$ cat src/rtl/uart_tx_if.sv
// ---------------------------------------------------------------------------
// uart_tx_if
//
// Connection between the TX FIFO (first-word-fall-through) and the UART
// transmit serializer.
//
//   fifo_dout   FIFO head word; valid whenever fifo_empty is low
//   fifo_empty  FIFO empty flag
//   fifo_rd_en  pop strobe from the serializer back to the FIFO
//
// Modports:
//   master - FIFO side: drives the data and empty flag, receives the pop
//   slave  - serializer side: consumes the data and empty flag, drives the pop
// ---------------------------------------------------------------------------
interface uart_tx_if #(
    parameter int DATA_WIDTH = 8
);

    logic [DATA_WIDTH-1:0] fifo_dout;
    logic                  fifo_empty;
    logic                  fifo_rd_en;

    modport master (
        output fifo_dout,
        output fifo_empty,
        input  fifo_rd_en
    );

    modport slave (
        input  fifo_dout,
        input  fifo_empty,
        output fifo_rd_en
    );

endinterface : uart_tx_if

$ cat src/rtl/uart_tx.sv
// ---------------------------------------------------------------------------
// uart_tx
//
// UART transmit serializer fed directly by a first-word-fall-through TX FIFO.
// Each popped word is framed as: start bit (0), DATA_WIDTH data bits LSB
// first, an optional parity bit, then one or two stop bits (1). The bit
// period is generated internally from baud_div, so no external baud tick is
// needed.
//
// Ports:
//   clk         system clock
//   rst_n       asynchronous active-low reset
//   baud_div    bit period = baud_div + 1 clk cycles
//   tx_en       transmitter enable; new frames start only while high
//   parity_en   1 = append a parity bit
//   parity_odd  1 = odd parity, 0 = even (only when parity_en = 1)
//   stop2       1 = two stop bits, 0 = one
//   fifo        FIFO handshake (uart_tx_if.slave): fifo_dout, fifo_empty
//               in, fifo_rd_en out (combinational pop strobe)
//   txd         registered serial output, idle high
//   busy        a frame is in progress
//   tx_done     one-cycle pulse after the last stop bit of each frame
//
// A frame starts on a "take": tx_en high and the FIFO non-empty, looked at
// while idle or during the final clk of the last stop bit. The take cycle
// pops the FIFO and latches the data word together with the whole frame
// configuration, so later changes to baud_div, parity or stop settings (or
// the FIFO draining) cannot disturb a frame already under way. A take in the
// last stop clk chains straight into the next start bit with no idle gap.
// ---------------------------------------------------------------------------
module uart_tx #(
    parameter int DATA_WIDTH = 8,
    parameter int DIV_WIDTH  = 16
) (
    input  logic                 clk,
    input  logic                 rst_n,
    input  logic [DIV_WIDTH-1:0] baud_div,
    input  logic                 tx_en,
    input  logic                 parity_en,
    input  logic                 parity_odd,
    input  logic                 stop2,
    uart_tx_if.slave             fifo,
    output logic                 txd,
    output logic                 busy,
    output logic                 tx_done
);

    // Bit counter indexes data bits 0..DATA_WIDTH-1 and, in STOP, the stop
    // bit number; one spare bit keeps DATA_WIDTH-1 representable for any
    // DATA_WIDTH.
    localparam int BIT_CNT_W = $clog2(DATA_WIDTH) + 1;
    localparam logic [BIT_CNT_W-1:0] LAST_DATA_BIT = BIT_CNT_W'(DATA_WIDTH - 1);
    localparam logic [BIT_CNT_W-1:0] SECOND_STOP   = BIT_CNT_W'(1);

    typedef enum logic [2:0] {
        IDLE,
        START,
        DATA,
        PARITY,
        STOP
    } state_t;

    state_t state_q, state_d;

    // Frame configuration captured at take time.
    logic [DIV_WIDTH-1:0]  div_q;
    logic                  par_en_q;
    logic                  stop2_q;

    // Per-frame datapath.
    logic [DATA_WIDTH-1:0] shift_q;
    logic                  parity_q;
    logic [DIV_WIDTH-1:0]  div_cnt_q;
    logic [BIT_CNT_W-1:0]  bit_cnt_q;
    logic                  txd_q,     txd_d;
    logic                  tx_done_q, tx_done_d;

    logic bit_end;    // final clk of the current bit
    logic last_stop;  // final clk of the frame's last stop bit
    logic take;       // start a new frame at the coming edge
    logic bit_adv;    // the coming edge enters a new bit

    // The divisor counter runs 0..div_q, so it never needs to exceed
    // DIV_WIDTH bits whatever baud_div was latched.
    assign bit_end   = (div_cnt_q == div_q);
    assign last_stop = (state_q == STOP) && bit_end &&
                       (!stop2_q || (bit_cnt_q == SECOND_STOP));
    assign take      = tx_en && !fifo.fifo_empty &&
                       ((state_q == IDLE) || last_stop);
    assign bit_adv   = take || ((state_q != IDLE) && bit_end);

    // -----------------------------------------------------------------------
    // FSM process 1: state register
    // -----------------------------------------------------------------------
    // NOTE: every clocked process uses non-blocking assignments so all
    // registers sample pre-edge values and simulation matches the flops.
    always_ff @(posedge clk or negedge rst_n) begin
        if (!rst_n) begin
            state_q <= IDLE;
        end else begin
            state_q <= state_d;
        end
    end

    // -----------------------------------------------------------------------
    // FSM process 2: next-state logic
    // -----------------------------------------------------------------------
    // NOTE: the hold-current-state default ahead of the case means every
    // path assigns state_d, so no latch is inferred.
    always_comb begin
        state_d = state_q;
        unique case (state_q)
            IDLE: begin
                if (take) state_d = START;
            end
            START: begin
                if (bit_end) state_d = DATA;
            end
            DATA: begin
                if (bit_end && (bit_cnt_q == LAST_DATA_BIT)) begin
                    state_d = par_en_q ? PARITY : STOP;
                end
            end
            PARITY: begin
                if (bit_end) state_d = STOP;
            end
            STOP: begin
                if (last_stop) state_d = take ? START : IDLE;
            end
            default: state_d = IDLE;
        endcase
    end

    // -----------------------------------------------------------------------
    // FSM process 3: outputs
    // -----------------------------------------------------------------------
    // txd is registered, so the value chosen here is the level of the bit
    // being entered at the coming edge. Data bits always come from bit 0 of
    // the shift register, which shifts right as each data bit is entered.
    always_comb begin
        // The pop is held off while reset is asserted even though the
        // FSM state alone would already be IDLE.
        fifo.fifo_rd_en = take && rst_n;
        busy            = (state_q != IDLE);
        tx_done_d       = last_stop;
        txd_d           = txd_q;
        if (bit_adv) begin
            case (state_d)
                START:   txd_d = 1'b0;
                DATA:    txd_d = shift_q[0];
                PARITY:  txd_d = parity_q;
                default: txd_d = 1'b1;
            endcase
        end
    end

    // -----------------------------------------------------------------------
    // Datapath registers
    // -----------------------------------------------------------------------
    // NOTE: the shift register and config registers are reset along with
    // the control state; they are few flops and a known value after reset
    // keeps the design free of X propagation.
    always_ff @(posedge clk or negedge rst_n) begin
        if (!rst_n) begin
            txd_q     <= 1'b1;
            tx_done_q <= 1'b0;
            shift_q   <= '0;
            parity_q  <= 1'b0;
            div_q     <= '0;
            par_en_q  <= 1'b0;
            stop2_q   <= 1'b0;
            div_cnt_q <= '0;
            bit_cnt_q <= '0;
        end else begin
            txd_q     <= txd_d;
            tx_done_q <= tx_done_d;

            if (take) begin
                shift_q  <= fifo.fifo_dout;
                parity_q <= (^fifo.fifo_dout) ^ parity_odd;
                div_q    <= baud_div;
                par_en_q <= parity_en;
                stop2_q  <= stop2;
            end else if (bit_adv && (state_d == DATA)) begin
                shift_q  <= shift_q >> 1;
            end

            // Restart the period at every bit boundary; sit at zero when idle.
            if (bit_adv) begin
                div_cnt_q <= '0;
            end else if (state_q != IDLE) begin
                div_cnt_q <= div_cnt_q + DIV_WIDTH'(1);
            end

            // Count bits within DATA and within STOP; any state change
            // (including a chained take out of STOP) starts again from zero.
            if (bit_adv) begin
                if ((state_d == state_q) &&
                    ((state_q == DATA) || (state_q == STOP))) begin
                    bit_cnt_q <= bit_cnt_q + BIT_CNT_W'(1);
                end else begin
                    bit_cnt_q <= '0;
                end
            end
        end
    end

    assign txd     = txd_q;
    assign tx_done = tx_done_q;

endmodule : uart_tx

$ cat src/flat_wrapper.sv
// flat-port wrapper written by rule: the top's interface ports become plain ports
module uart_tx_flat 
#(
    parameter int DATA_WIDTH = 8,
    parameter int DIV_WIDTH  = 16
)
  (clk, rst_n, baud_div, tx_en, parity_en, parity_odd, stop2, txd, busy, tx_done, fifo_fifo_dout, fifo_fifo_empty, fifo_fifo_rd_en);
  uart_tx_if #(.DATA_WIDTH(DATA_WIDTH)) fifo_i ();
  input  logic clk;
  input  logic rst_n;
  input  logic [DIV_WIDTH-1:0] baud_div;
  input  logic tx_en;
  input  logic parity_en;
  input  logic parity_odd;
  input  logic stop2;
  output logic txd;
  output logic busy;
  output logic tx_done;
  input wire logic [$bits(fifo_i.fifo_dout)-1:0] fifo_fifo_dout;
  input wire logic [$bits(fifo_i.fifo_empty)-1:0] fifo_fifo_empty;
  output wire logic [$bits(fifo_i.fifo_rd_en)-1:0] fifo_fifo_rd_en;
  assign fifo_i.fifo_dout = fifo_fifo_dout;
  assign fifo_i.fifo_empty = fifo_fifo_empty;
  assign fifo_fifo_rd_en = fifo_i.fifo_rd_en;
  uart_tx #(.DATA_WIDTH(DATA_WIDTH), .DIV_WIDTH(DIV_WIDTH)) u_core (.clk(clk), .rst_n(rst_n), .baud_div(baud_div), .tx_en(tx_en), .parity_en(parity_en), .parity_odd(parity_odd), .stop2(stop2), .fifo(fifo_i), .txd(txd), .busy(busy), .tx_done(tx_done));
endmodule
$ cat config.mk
export PLATFORM = sky130hd
export DESIGN_NAME = uart_tx_flat
export DESIGN_NICKNAME = d
export VERILOG_FILES = /design/src/rtl/uart_tx_if.sv /design/src/rtl/uart_tx.sv /design/src/flat_wrapper.sv
export SDC_FILE = /design/constraint.sdc
export NUM_CORES = 1
export LEC_CHECK = 0
export BUFFER_PORTS_ARGS = -buffer_cell sky130_fd_sc_hd__buf_4
export CORE_UTILIZATION = 52
export CTS_CLUSTER_SIZE = 28
export DETAILED_ROUTE_END_ITERATION = 10
export HOLD_SLACK_MARGIN = 0.1
export PLACE_DENSITY = 0.76
export SYNTH_ARGS = -nofsm -noshare
export SYNTH_HDL_FRONTEND = slang
export SYNTH_SLANG_ARGS = --single-unit
$ cat constraint.sdc
create_clock -name clk -period 2.03 [get_ports clk]
set_input_delay 0.3045 -clock clk [delete_from_list [all_inputs] [get_ports clk]]
set_output_delay 0.3045 -clock clk [all_outputs]
set_load 0.02 [all_outputs]
## Word-level counts from Yosys, hierarchy flattened

Index checks and enable logic that the tools add are counted.

| word-level totals | value |
|---|---|
| register bits after elaboration | 52 |
| bits in latches | 0 |
| RAM bits | 0 |
| memory bits (read-only) | 0 |
| input bits | 31 |
| output and inout port bits | 4 |
| logic and storage cells | 58 |
| memories | 0 |

| cells by class | value |
|---|---|
| add/sub/neg operators | 2 |
| multipliers | 0 |
| div/mod/pow operators | 0 |
| order comparisons | 0 |
| equality and inequality tests | 11 |
| shift-type cells | 0 |
| mux-type cells | 14 |
| bitwise operators | 1 |
| reduce and logical (&&, ||, !) cells | 20 |

Operators by type and width:

| operator | number |
|---|---|
| two-way mux 16 bit | 2 |
| two-way mux 3 bit | 6 |
| adder 16 x 1 -> 16 bit, second input constant | 1 |
| equality test 16 bit | 1 |
| two-way mux 8 bit | 2 |
| one-hot mux 3 bit (5 select lines) | 1 |
| equality test 3 x 2 -> 1 bit, second input constant | 4 |
| logical AND 1 bit | 9 |
| parity 8 bit | 1 |
| equality test 3 x 1 -> 1 bit, second input constant | 2 |
| adder 4 x 1 -> 4 bit, second input constant | 1 |
| equality test 4 x 1 -> 1 bit, second input constant | 1 |
| equality test 4 x 3 -> 1 bit, second input constant | 1 |
| logical OR 1 bit | 4 |
| two-way mux 4 bit | 1 |
| nonzero test 2 bit | 2 |
| equality test 3 bit | 1 |
| equality test 3 bit, second input constant | 1 |
| zero test 3 bit | 1 |
| one-hot mux 1 bit (3 select lines) | 1 |
| nonzero test 3 bit | 1 |
| zero test 1 bit | 2 |
| two-way mux 1 bit | 1 |
| XOR 1 bit | 1 |

## Depth between registers and ports, before layout

Gate-level depths: netlist (run 1).

| logic depth | value |
|---|---|
| depth after elaboration | 12 |
| mapped depth | 10 |
| gate-level depth less buffers | 9 |

## Least setup slack after synthesis (run 1)

OpenSTA, ideal clock, no wires.

| timing path | value |
|---|---|
| path type | reg-to-output |
| start point | register u_core.div_cnt_q[7] |
| end point | output fifo_fifo_rd_en |
| data arrival time | 1.979 ns |
| data required time | 1.725 ns |
| slack | -0.253 ns |
| stages on the path, launching flop included | 9 |
| path buffers | 2 |
| path through | dfrtp_1 > xor2_1 > nor4_1 > nand4_2 > nor3_2 > o21a_1 > buf_6 > buf_6 > and2_1 |

| on the way | value |
|---|---|
| cells in the longest elaborated chain, start to end | 6 |

Ends and longest elaborated chain:

| item | line | source |
|---|---|---|
| start, declared | uart_tx.sv:73 | `logic [DIV_WIDTH-1:0] div_cnt_q;` |
| start signal, assigned | uart_tx.sv:192 | `div_cnt_q <= div_cnt_q + DIV_WIDTH'(1);` |
| equality test 16 bit | uart_tx.sv:85 | `assign bit_end = (div_cnt_q == div_q);` |
| logical AND 1 bit (2 in a row) | uart_tx.sv:86 | `assign last_stop = (state_q == STOP) && bit_end &&` |
| named net u_core.last_stop | uart_tx.sv:79 | `logic last_stop;` |
| logical OR 1 bit | uart_tx.sv:89 | `((state_q == IDLE) \|\| last_stop);` |
| logical AND 1 bit | uart_tx.sv:88 | `assign take = tx_en && !fifo.fifo_empty &&` |
| logical AND 1 bit | uart_tx.sv:143 | `fifo.fifo_rd_en = take && rst_n;` |
| end, declared | flat_wrapper.sv:21 | `output wire logic [$bits(fifo_i.fifo_rd_en)-1:0] fifo_fifo_rd_en;` |

The timed path passes the listed nets, and every way through them passes these cells.

## Worst setup path after layout (run 1)

| timing path | value |
|---|---|
| start point | register u_core.div_q[11] |
| end point | output fifo_fifo_rd_en |

| on the way | value |
|---|---|
| cells in the longest elaborated chain, start to end | 6 |

Ends and longest elaborated chain:

| item | line | source |
|---|---|---|
| start, declared | uart_tx.sv:66 | `logic [DIV_WIDTH-1:0] div_q;` |
| start signal, assigned | uart_tx.sv:181 | `div_q <= baud_div;` |
| equality test 16 bit | uart_tx.sv:85 |  |
| logical AND 1 bit (2 in a row) | uart_tx.sv:86 |  |
| named net u_core.last_stop | uart_tx.sv:79 |  |
| logical OR 1 bit | uart_tx.sv:89 |  |
| logical AND 1 bit | uart_tx.sv:88 |  |
| logical AND 1 bit | uart_tx.sv:143 |  |

The timed path passes the listed nets, and every way through them passes these cells.

==> impl_metrics.env, run 1 <==
export IMPL_status="complete, but fails checks"
export IMPL_violations="negative setup slack"
export IMPL_maxSlewViolCount=0
export IMPL_synth_top_area_frac=0.464
export IMPL_nFillCells=334
export IMPL_layout_min_cycle_time_ns=2.41
export IMPL_cap_violations=0
export IMPL_place_congestion=0.856
export IMPL_drc=0
export IMPL_io_pins=35
export IMPL_synth_net_count=287
export IMPL_post_synth_fa_ha_maj_area_fraction=0.0136
export IMPL_crit_arrival_ns=2.11
export IMPL_crit_family="simple AND/OR/NAND/NOR gates"
export IMPL_ctsHoldBuffers=0
export IMPL_post_route_period_util=1.19
export IMPL_hold_path_class="input port to asynchronous set/reset pin"
export IMPL_yosysMostFrequentCell="dfrtp_1"
export IMPL_synth_seq_area_share=0.474
export IMPL_worst_slack_ns=-0.380
export IMPL_clock_sinks=52
export IMPL_worstSetupPathType="flip-flop to primary output"
export IMPL_synthTopCellsByCount="51 x dfrtp_1, 24 x xor2_1, 22 x nand2_1, 22 x nor2_1, 19 x o21ai_0"
export IMPL_leakage_nw=1.81
export IMPL_power_mw=3.84
export IMPL_initial_core_util=0.538
export IMPL_synth_edf_count=0
export IMPL_drt_pass1_iter_count=4
export IMPL_power_density_nw_per_um2=969
export IMPL_grt_pass1_wl_um=9310
export IMPL_slew_limit_headroom=0.546
export IMPL_synth_compound_area_frac=0.0878
export IMPL_cp_end_kind="primary output"
export IMPL_vias_per_cell=5.59
export IMPL_synth_simple_area_share=0.166
export IMPL_path_clk_slew_ns=0.09
export IMPL_cts_buffers=5
export IMPL_port_buffers=34
export IMPL_critPathBufInv=1
export IMPL_syn_inst=253
export IMPL_holdWs_ns=0.113
export IMPL_synth_top_family_by_area="simple AND/OR/NAND/NOR gates"
export IMPL_coreArea_um2=5110
export IMPL_fin_skew_ns=0.00749
export IMPL_start_kind="flip-flop"
export IMPL_cts_tree="yes"
export IMPL_die_area_um2=5580
export IMPL_muxShareOfSynthArea=0.121
export IMPL_max_stage_delay_ns=0.41
export IMPL_yosys_area_share_xor_xnor=0.108
export IMPL_fmax_mhz=415
export IMPL_critPathRequiredTime_ns=1.73
export IMPL_dp_cells=393
export IMPL_cp_cell_sequence="xor2_1, nor4_2, nand4_4, nor3_4, o21a_1, and2_4, buf_6"
export IMPL_grt_ovfl_total=0
export IMPL_drive_above_1_share=0.456
export IMPL_ant_nets=0
export IMPL_clkLatencyLatePin_ns=0.32
export IMPL_grt_pass1_vias=2022
export IMPL_fin_nets=384
export IMPL_wire_per_inst_um=16.9
export IMPL_ys_ff_latch=52
export IMPL_diodes=0
export IMPL_num_rows=26
export IMPL_cp_max_fo=2
export IMPL_setup_viol=45
export IMPL_yosysTopAreaCell="dfrtp_1"
export IMPL_clock_root_buffer="clkbuf_8"
export IMPL_r2r_slack_ns=-0.35
export IMPL_wl_um=7120
export IMPL_cts_max_level=2
export IMPL_async_reset_ff_frac=1.00
export IMPL_grt_start_max_net_pins=53
export IMPL_synth_area_leaders="dfrtp_1 46%, xor2_1 7.6%, mux2_4 5.5%"
export IMPL_peakVddDrop_mv=0.551
export IMPL_finalHoldViolations=0
export IMPL_dieWidth_um=74.7
export IMPL_ys_warn_count=0
export IMPL_antenna_found_initial=0
export IMPL_drtIter0Drc=121
export IMPL_syn_area_um2=2750
export IMPL_area_delta_synth_final_pct=44.2
export IMPL_track_usage=0.229
export IMPL_clock_path_buffers=2
export IMPL_instances_no_fill=421
export IMPL_die_h_um=74.7
export IMPL_vias=2354
export IMPL_worstMarginPinSlew_ns=0.681
export IMPL_ys_types=46
export IMPL_cpMaxStageDelayCell="dfrtp_1"
export IMPL_dp_slack_ns=-0.320
export IMPL_syn_avg_cell_area_um2=10.9
export IMPL_synthFlopType="dfrtp_1"
export IMPL_rsz0062_at_grt="yes"
export IMPL_hpwl_um=4250
==> metrics by stage <==
step / TNS (ns) / utilization / cell area [um^2]
floorplan: -1.06 / - / 2750
CTS: -10.26 / 0.707 / 3610
finish: -9.82 / 0.777 / 3970
global route: -13.57 / 0.777 / 3970
global placement: -5.21 / 0.660 / 3370
detailed placement: -9.04 / 0.660 / 3370
==> worst reg2reg max path, stage by stage (launching register included) <==
cell and delay (ns):
dfrtp_1 0.41, xor2_1 0.17, nor4_2 0.41, nand4_4 0.18, buf_6 0.18, buf_12 0.13
a311o_1 0.34, a221o_1 0.27, a31oi_1 0.20
==> flip-flops by register name, indices dropped and copies added (netlist names) <==
signal	cells
u_core.shift_q	8
u_core.tx_done	1
u_core.div_q	16
u_core.txd	1
u_core.bit_cnt_q	4
u_core.parity_q	1
u_core.par_en_q	1
u_core.div_cnt_q	16
u_core.stop2_q	1
u_core.state_q	3
==> layout make-up <==
cell class | count | area [um^2] | area share
clock inverter | 1 | 7.51 | 0.00189
timing repair buffer | 97 | 885 | 0.223
inverter | 3 | 11.3 | 0.00284
sequential | 52 | 1300 | 0.328
clock buffer | 7 | 86.3 | 0.0218
multi-input combinational | 191 | 1590 | 0.400
tap | 70 | 87.6 | 0.0221
==> where the power goes <==
group          switching, mW  internal, mW
Combinational          0.705         0.863
Clock                  0.353         0.278
Sequential             0.265          1.38
==> path summary, 6_finish.rpt <==
kind,from,to,cells past startpoint
max in group asynchronous,rst_n,u_core.shift_q[4]$_DFFE_PN0P_,2
hold reg to reg,u_core.parity_q$_DFFE_PN0N_,u_core.parity_q$_DFFE_PN0N_,1
setup reg to reg,u_core.div_q[11]$_DFFE_PN0N_,u_core.txd$_DFFE_PN1N_,8
min in group clk,fifo_fifo_dout[7],u_core.shift_q[7]$_DFFE_PN0P_,3
setup / recovery,u_core.div_q[11]$_DFFE_PN0N_,fifo_fifo_rd_en,7
hold / removal,rst_n,u_core.div_cnt_q[6]$_DFFE_PN0P_,2
==> cell families after synthesis <==
logic type | count (synthesis)
compound gates | 38
mux | 27
buf+inv | 10
fa+ha+maj | 3
xor+xnor | 34
simple gates | 89
flops | 52
==> routing by layer <==
layer	wire [um]	track usage
met1	2930	0.288
met2	3700	0.384
met3	342	0.0562
met4	153	0.0797
met5	0	0
==> timing repair <==
| action | CTS | global route |
|---|---|---|
| endpoints found under the hold margin | 0 | 0 |
| pin swaps | 6 | 16 |
| cloned | 1 | 2 |
| resized for setup | 16 | 67 |
| setup buffers | 4 | 14 |
| endpoints found under the setup margin | 45 | 52 |
==> cells in the final DEF (no fill, tap or decap), drive strengths merged, types with 2 or more instances in the layout <==
master   count
nor4         5
and3         5
o2bb2ai      2
o21bai       2
nor2        22
inv          2
nand2       22
mux2        19
dfrtp       51
xor2        24
buf         95
a21oi        2
o31ai        3
nand4        2
nor2b        2
o21ai       19
nand2b      10
mux2i        8
nor3b        2
ha           3
xnor2       10
clkbuf       9
nor3         3
o22ai        2
nand3       11
Note: power is estimated with default switching activity, not from simulation.
==> run 2: changes to the inputs <==
--- a/config.mk
+++ b/config.mk
@@ -5,12 +5,15 @@
 export SDC_FILE = /design/constraint.sdc
 export NUM_CORES = 1
 export LEC_CHECK = 0
+export ABC_AREA = 1
 export BUFFER_PORTS_ARGS = -buffer_cell sky130_fd_sc_hd__buf_4
 export CORE_UTILIZATION = 52
 export CTS_CLUSTER_SIZE = 28
 export DETAILED_ROUTE_END_ITERATION = 10
 export HOLD_SLACK_MARGIN = 0.1
-export PLACE_DENSITY = 0.76
+export PLACE_DENSITY = 0.75
+export SKIP_CTS_REPAIR_TIMING = 1
+export SKIP_LAST_GASP = 1
 export SYNTH_ARGS = -nofsm -noshare
 export SYNTH_HDL_FRONTEND = slang
 export SYNTH_SLANG_ARGS = --single-unit
==> impl_metrics.env, run 2 <==
export IMPL_vias_per_cell=5.20
export IMPL_synthTopCellsByCount="119 x nand2_1, 51 x dfrtp_1, 47 x inv_1"
export IMPL_track_usage=0.225
export IMPL_dr_wl_met3_um=373
export IMPL_ys_warn_count=0
export IMPL_syn_area_um2=2930
export IMPL_cts_buffers=5
export IMPL_critPathRequiredTime_ns=1.73
export IMPL_cpMostUsedCell="nand2_1"
export IMPL_coreArea_um2=5270
export IMPL_io_pins=35
export IMPL_synth_net_count=424
export IMPL_final_cell_mix="115 x nand2_1, 53 x buf_4, 50 x dfrtp_1, 43 x inv_1, 32 x nor2_1"
export IMPL_status="complete, but fails checks"
export IMPL_synth_top_area_frac=0.436
export IMPL_synth_edf_count=0
export IMPL_cp_max_fo=5
export IMPL_hpwl_um=4450
export IMPL_cts_max_level=2
export IMPL_synth_seq_area_share=0.444
export IMPL_slew_limit_headroom=0.557
export IMPL_start_kind="flip-flop"
export IMPL_grt_pass1_wl_um=10600
export IMPL_drive_above_1_share=0.246
export IMPL_die_area_um2=5940
export IMPL_worstSetupPathType="flip-flop to primary output"
export IMPL_peakVddDrop_mv=0.382
export IMPL_worst_slack_ns=-0.110
export IMPL_area_delta_synth_final_pct=25.7
export IMPL_dp_slack_ns=-0.0763
export IMPL_post_route_period_util=1.05
export IMPL_die_h_um=77.1
export IMPL_crit_family="simple AND/OR/NAND/NOR gates"
export IMPL_num_rows=26
export IMPL_ff2ff_path_depth=13
export IMPL_drt_pass1_iter_count=5
export IMPL_violations="negative setup slack"
export IMPL_leakage_nw=1.86
export IMPL_rsz0062_at_grt="yes"
export IMPL_worstMarginPinSlew_ns=0.664
export IMPL_drtIter0Drc=167
export IMPL_synthFlopType="dfrtp_1"
export IMPL_layout_min_cycle_time_ns=2.14
export IMPL_ys_ff_latch=52
export IMPL_setup_viol=1
export IMPL_m1WireLength_um=3120
export IMPL_cp_cell_sequence="inv_2, nand2_1, nand2_1, nor2_1, nand2_1, nor2_4, nand3_4, nand2_4, nand2_8, nor2_4, buf_6"
export IMPL_clock_path_buffers=2
export IMPL_post_route_util=0.699
export IMPL_synth_area_leaders="dfrtp_1 44%, nand2_1 15%, inv_1 6.0%"
export IMPL_ys_types=32
export IMPL_crit_arrival_ns=1.84
export IMPL_maxSlewViolCount=0
export IMPL_cp_end_kind="primary output"
export IMPL_wl_met2_um=3340
export IMPL_cts_tree="yes"
export IMPL_diodes=0
export IMPL_fin_setup_tns_ns=-0.110
export IMPL_place_congestion=0.924
export IMPL_cap_violations=0
export IMPL_vias=2707
export IMPL_yosysTopAreaCell="dfrtp_1"
export IMPL_power_density_nw_per_um2=664
export IMPL_clock_root_buffer="clkbuf_8"
export IMPL_clock_sinks=52
export IMPL_fin_skew_ns=0.0104
export IMPL_dieWidth_um=77.1
export IMPL_finalHoldViolations=0
export IMPL_cpMaxStageDelayCell="dfrtp_1"
export IMPL_fin_nets=484
export IMPL_largestRegisters="u_core.div_cnt_q: 16 flops, u_core.div_q: 16 flops, u_core.shift_q: 8 flops"
export IMPL_drc=0
export IMPL_max_stage_delay_ns=0.43
export IMPL_fmax_mhz=467
export IMPL_initial_core_util=0.556
export IMPL_port_buffers=34
export IMPL_critPathBufInv=2
export IMPL_nFillCells=438
export IMPL_antenna_found_initial=0
export IMPL_wl_um=6950
export IMPL_grt_ovfl_total=0
export IMPL_syn_avg_cell_area_um2=7.51
export IMPL_clkLatencyLatePin_ns=0.31
export IMPL_yosysMostFrequentCell="nand2_1"
export IMPL_syn_inst=390
export IMPL_async_reset_ff_frac=1.00
export IMPL_grt_start_max_net_pins=53
export IMPL_grt_pass1_vias=2430
export IMPL_holdWs_ns=0.110
export IMPL_routed_top_layer="met4"
export IMPL_final_common_cell="nand2_1"
export IMPL_wire_per_inst_um=13.3
export IMPL_cp_num_cells=11
export IMPL_hold_path_class="input port to asynchronous set/reset pin"
export IMPL_path_clk_slew_ns=0.09
export IMPL_ant_nets=0
==> run 2: cell types whose count changed after synthesis, moves of 11 or more <==
cell and change:
inv_1 +45, nand4_1 +11, xor2_1 -14, nand2_1 +97
nor2_1 +15
==> run 2: final cells by class <==
class,instances,area (um^2),share of cell area
Clock buffer,6,82.6,0.0224
Inverter,54,210,0.0571
Tap cell,70,87.6,0.0238
Sequential cell,52,1300,0.354
Clock inverter,2,10.0,0.00272
Timing Repair Buffer,60,499,0.136
Timing Repair inverter,1,5.00,0.00136
Multi-Input combinational cell,276,1480,0.403
==> run 2: logic make-up after synthesis <==
logic type      share of synthesized area
compound gates                     0.0807
xor+xnor                           0.0448
fa+ha+maj                          0.0128
buf+inv                            0.0888
flops                               0.444
simple gates                        0.328
==> run 2: worst register-to-register path, stage by stage (launching register included) <==
cell	delay [ns]
dfrtp_1	0.43
inv_2	0.08
nand2_1	0.06
nand2_1	0.05
nor2_1	0.09
nand2_1	0.11
nor2_4	0.21
nand3_4	0.11
buf_4	0.17
a21boi_4	0.21
buf_12	0.17
nor2_1	0.06
nand4_1	0.08
nand3_1	0.08
==> run 2: through the flow <==
stage               instances  cell area (um^2)  power [mW]
finish                    521              3680        2.44
global placement          494              3310        1.76
detailed placement        494              3310        1.77
CTS                       502              3400        2.38
global route              521              3680        2.58
floorplan                 390              2930        1.60
==> run 2: metal layers <==
layer	track usage	up-vias
met2	0.366	91
met3	0.0381	14
li1	-	1369
met1	0.306	1233
met5	0	-
met4	0.0736	0
==> run 2: final timing paths <==
path	slack, ns	start	to
setup / recovery	-0.11	u_core.div_cnt_q[11]$_DFFE_PN0P_	fifo_fifo_rd_en
hold / removal	0.11	rst_n	u_core.div_q[4]$_DFFE_PN0N_
setup reg to reg	0.01	u_core.div_cnt_q[11]$_DFFE_PN0P_	u_core.shift_q[2]$_DFFE_PN0P_
hold reg to reg	0.49	u_core.txd$_DFFE_PN1N_	u_core.txd$_DFFE_PN1N_
max in group asynchronous	1.46	rst_n	u_core.div_cnt_q[5]$_DFFE_PN0P_
min in group clk	0.20	baud_div[10]	u_core.div_q[10]$_DFFE_PN0N_
==> run 2: power breakdown <==
part,switching (mW),internal (mW)
registers,0.125,1.15
clock network,0.341,0.273
logic,0.319,0.231
total,0.785,1.66
==> run 3: changes to the inputs <==
--- a/config.mk
+++ b/config.mk
@@ -10,8 +10,10 @@
 export CORE_UTILIZATION = 52
 export CTS_CLUSTER_SIZE = 28
 export DETAILED_ROUTE_END_ITERATION = 10
+export GPL_TIMING_DRIVEN = 0
 export HOLD_SLACK_MARGIN = 0.1
 export PLACE_DENSITY = 0.75
+export SETUP_SLACK_MARGIN = 0.4
 export SKIP_CTS_REPAIR_TIMING = 1
 export SKIP_LAST_GASP = 1
 export SYNTH_ARGS = -nofsm -noshare
==> impl_metrics.env, run 3 (synthesis gave the netlist of run 2 again) <==
export IMPL_status="complete, but fails checks"
export IMPL_violations="negative setup slack"
export IMPL_vias_per_cell=5.15
export IMPL_largestRegisters="u_core.div_cnt_q: 16 flops, u_core.div_q: 16 flops, u_core.shift_q: 8 flops"
export IMPL_fmax_mhz=479
export IMPL_drt_pass1_iter_count=4
export IMPL_worstSetupPathType="flip-flop to primary output"
export IMPL_fin_setup_tns_ns=-0.0936
export IMPL_grt_ovfl_total=0
export IMPL_clock_sinks=52
export IMPL_layout_min_cycle_time_ns=2.09
export IMPL_grt_start_max_net_pins=54
export IMPL_drc=0
export IMPL_track_usage=0.229
export IMPL_post_route_period_util=1.03
export IMPL_die_area_um2=5940
export IMPL_place_congestion=0.791
export IMPL_start_kind="flip-flop"
export IMPL_worst_slack_ns=-0.0598
export IMPL_r2r_slack_ns=-0.02
export IMPL_cp_max_fo=4
export IMPL_clkLatencyLatePin_ns=0.31
export IMPL_fin_skew_ns=0.0113
export IMPL_crit_arrival_ns=1.79
export IMPL_cap_violations=0
export IMPL_io_pins=35
export IMPL_slew_limit_headroom=0.561
export IMPL_clock_path_buffers=2
export IMPL_drive_above_1_share=0.290
export IMPL_rsz0062_at_grt="yes"
export IMPL_crit_start="u_core.div_cnt_q[11]$_DFFE_PN0P_"
export IMPL_cp_end_kind="primary output"
export IMPL_drtIter0Drc=143
export IMPL_diodes=0
export IMPL_hpwl_um=4490
export IMPL_critPathRequiredTime_ns=1.73
export IMPL_coreArea_um2=5270
export IMPL_cts_buffers=5
export IMPL_cts_tree="yes"
export IMPL_final_cell_area_um2=3800
export IMPL_instances_no_fill=529
export IMPL_initial_core_util=0.556
export IMPL_setup_viol=6
export IMPL_path_clk_slew_ns=0.10
export IMPL_leakage_nw=1.91
export IMPL_vias=2724
export IMPL_fin_nets=492
export IMPL_die_h_um=77.1
export IMPL_port_buffers=34
export IMPL_hold_path_class="input port to asynchronous set/reset pin"
export IMPL_postPlaceCellArea_um2=3320
export IMPL_cts_max_level=2
export IMPL_worstMarginPinSlew_ns=0.658
export IMPL_reg2reg_from="u_core.div_cnt_q[11]$_DFFE_PN0P_"
export IMPL_wl_um=7140
export IMPL_dieWidth_um=77.1
export IMPL_clock_root_buffer="clkbuf_8"
export IMPL_grt_pass1_vias=2339
export IMPL_maxSlewViolCount=0
export IMPL_dp_cells=494
export IMPL_finalHoldViolations=0
export IMPL_final_common_cell="nand2_1"
export IMPL_final_cell_mix="106 x nand2_1, 62 x buf_4, 48 x dfrtp_1, 44 x inv_1, 30 x nor2_1"
export IMPL_wire_per_inst_um=13.5
export IMPL_antenna_found_initial=0
export IMPL_area_delta_synth_final_pct=29.6
export IMPL_peakVddDrop_mv=0.334
export IMPL_ant_nets=0
export IMPL_power_density_nw_per_um2=691
export IMPL_grt_pass1_wl_um=10700
export IMPL_num_rows=26
## run 3: cell count changes in the layout (fill, tap and decap cells not counted), sizes merged
| cell | before | now |
|---|---|---|
| clkinvlp | 0 | 1 |
| bufinv | 0 | 1 |
| clkinv | 4 | 3 |
| nand2 | 126 | 125 |
| buf | 59 | 67 |
## run 3: stage by stage
step           power, mW  utilization  setup slack (ns)  hold slack (ns)
4_1_cts             2.47        0.650            -0.293           0.0412
6_report            2.62        0.721           -0.0598           0.0206
3_5_place_dp        1.76        0.629            -0.102            0.389
2_1_floorplan       1.61            -             0.329          0.00891
5_1_grt             2.76        0.721            -0.164           0.0633
3_3_place_gp        1.75        0.629           -0.0873            0.388
## run 3: path summary, 6_finish.rpt
kind                                                   endpoint  cells after the start
worst max-delay path                            fifo_fifo_rd_en                     10
worst min-delay path                u_core.div_q[3]$_DFFE_PN0N_                      1
worst max register to register    u_core.shift_q[2]$_DFFE_PN0P_                     14
worst min register to register           u_core.txd$_DFFE_PN1N_                      2
max in group asynchronous       u_core.div_cnt_q[2]$_DFFE_PN0P_                      1
min in group clk                    u_core.div_q[6]$_DFFE_PN0N_                      3
## run 3: routing by layer
layer	part of all wire	vias up	track usage
met1	0.44	1269	0.313
met4	0.016	0	0.0792
met3	0.046	11	0.0405
li1	-	1377	-
met5	0	-	0
met2	0.50	67	0.365
## run 3: worst max-delay path, stage by stage (launching register included)
cell,delay [ns]
dfrtp_2,0.45
nand2_2,0.07
nand2_1,0.05
nor2_1,0.09
nand2_1,0.10
nor2_4,0.19
nand3_4,0.12
nand2_4,0.12
nand2_8,0.06
nor2_4,0.10
buf_6,0.12
## run 3: report_power, final
group / total (mW) / switching, mW / internal, mW / leakage (nW)
Clock: 0.717 / 0.351 / 0.365 / 0.0541
Combinational: 0.647 / 0.345 / 0.302 / 1.26
Sequential: 1.26 / 0.104 / 1.16 / 0.599
Total: 2.62 / 0.800 / 1.82 / 1.91
## run 3: cell type report
type / instances / area [um^2]
buffer: 9 / 86.3
clock buffer: 5 / 68.8
clock inverter: 3 / 42.5
fill: 407 / 1470
inverter: 54 / 215
multi-input combinational: 275 / 1520
sequential: 52 / 1310
tap: 70 / 87.6
timing repair buffer: 60 / 472
timing repair inverter: 1 / 5.00
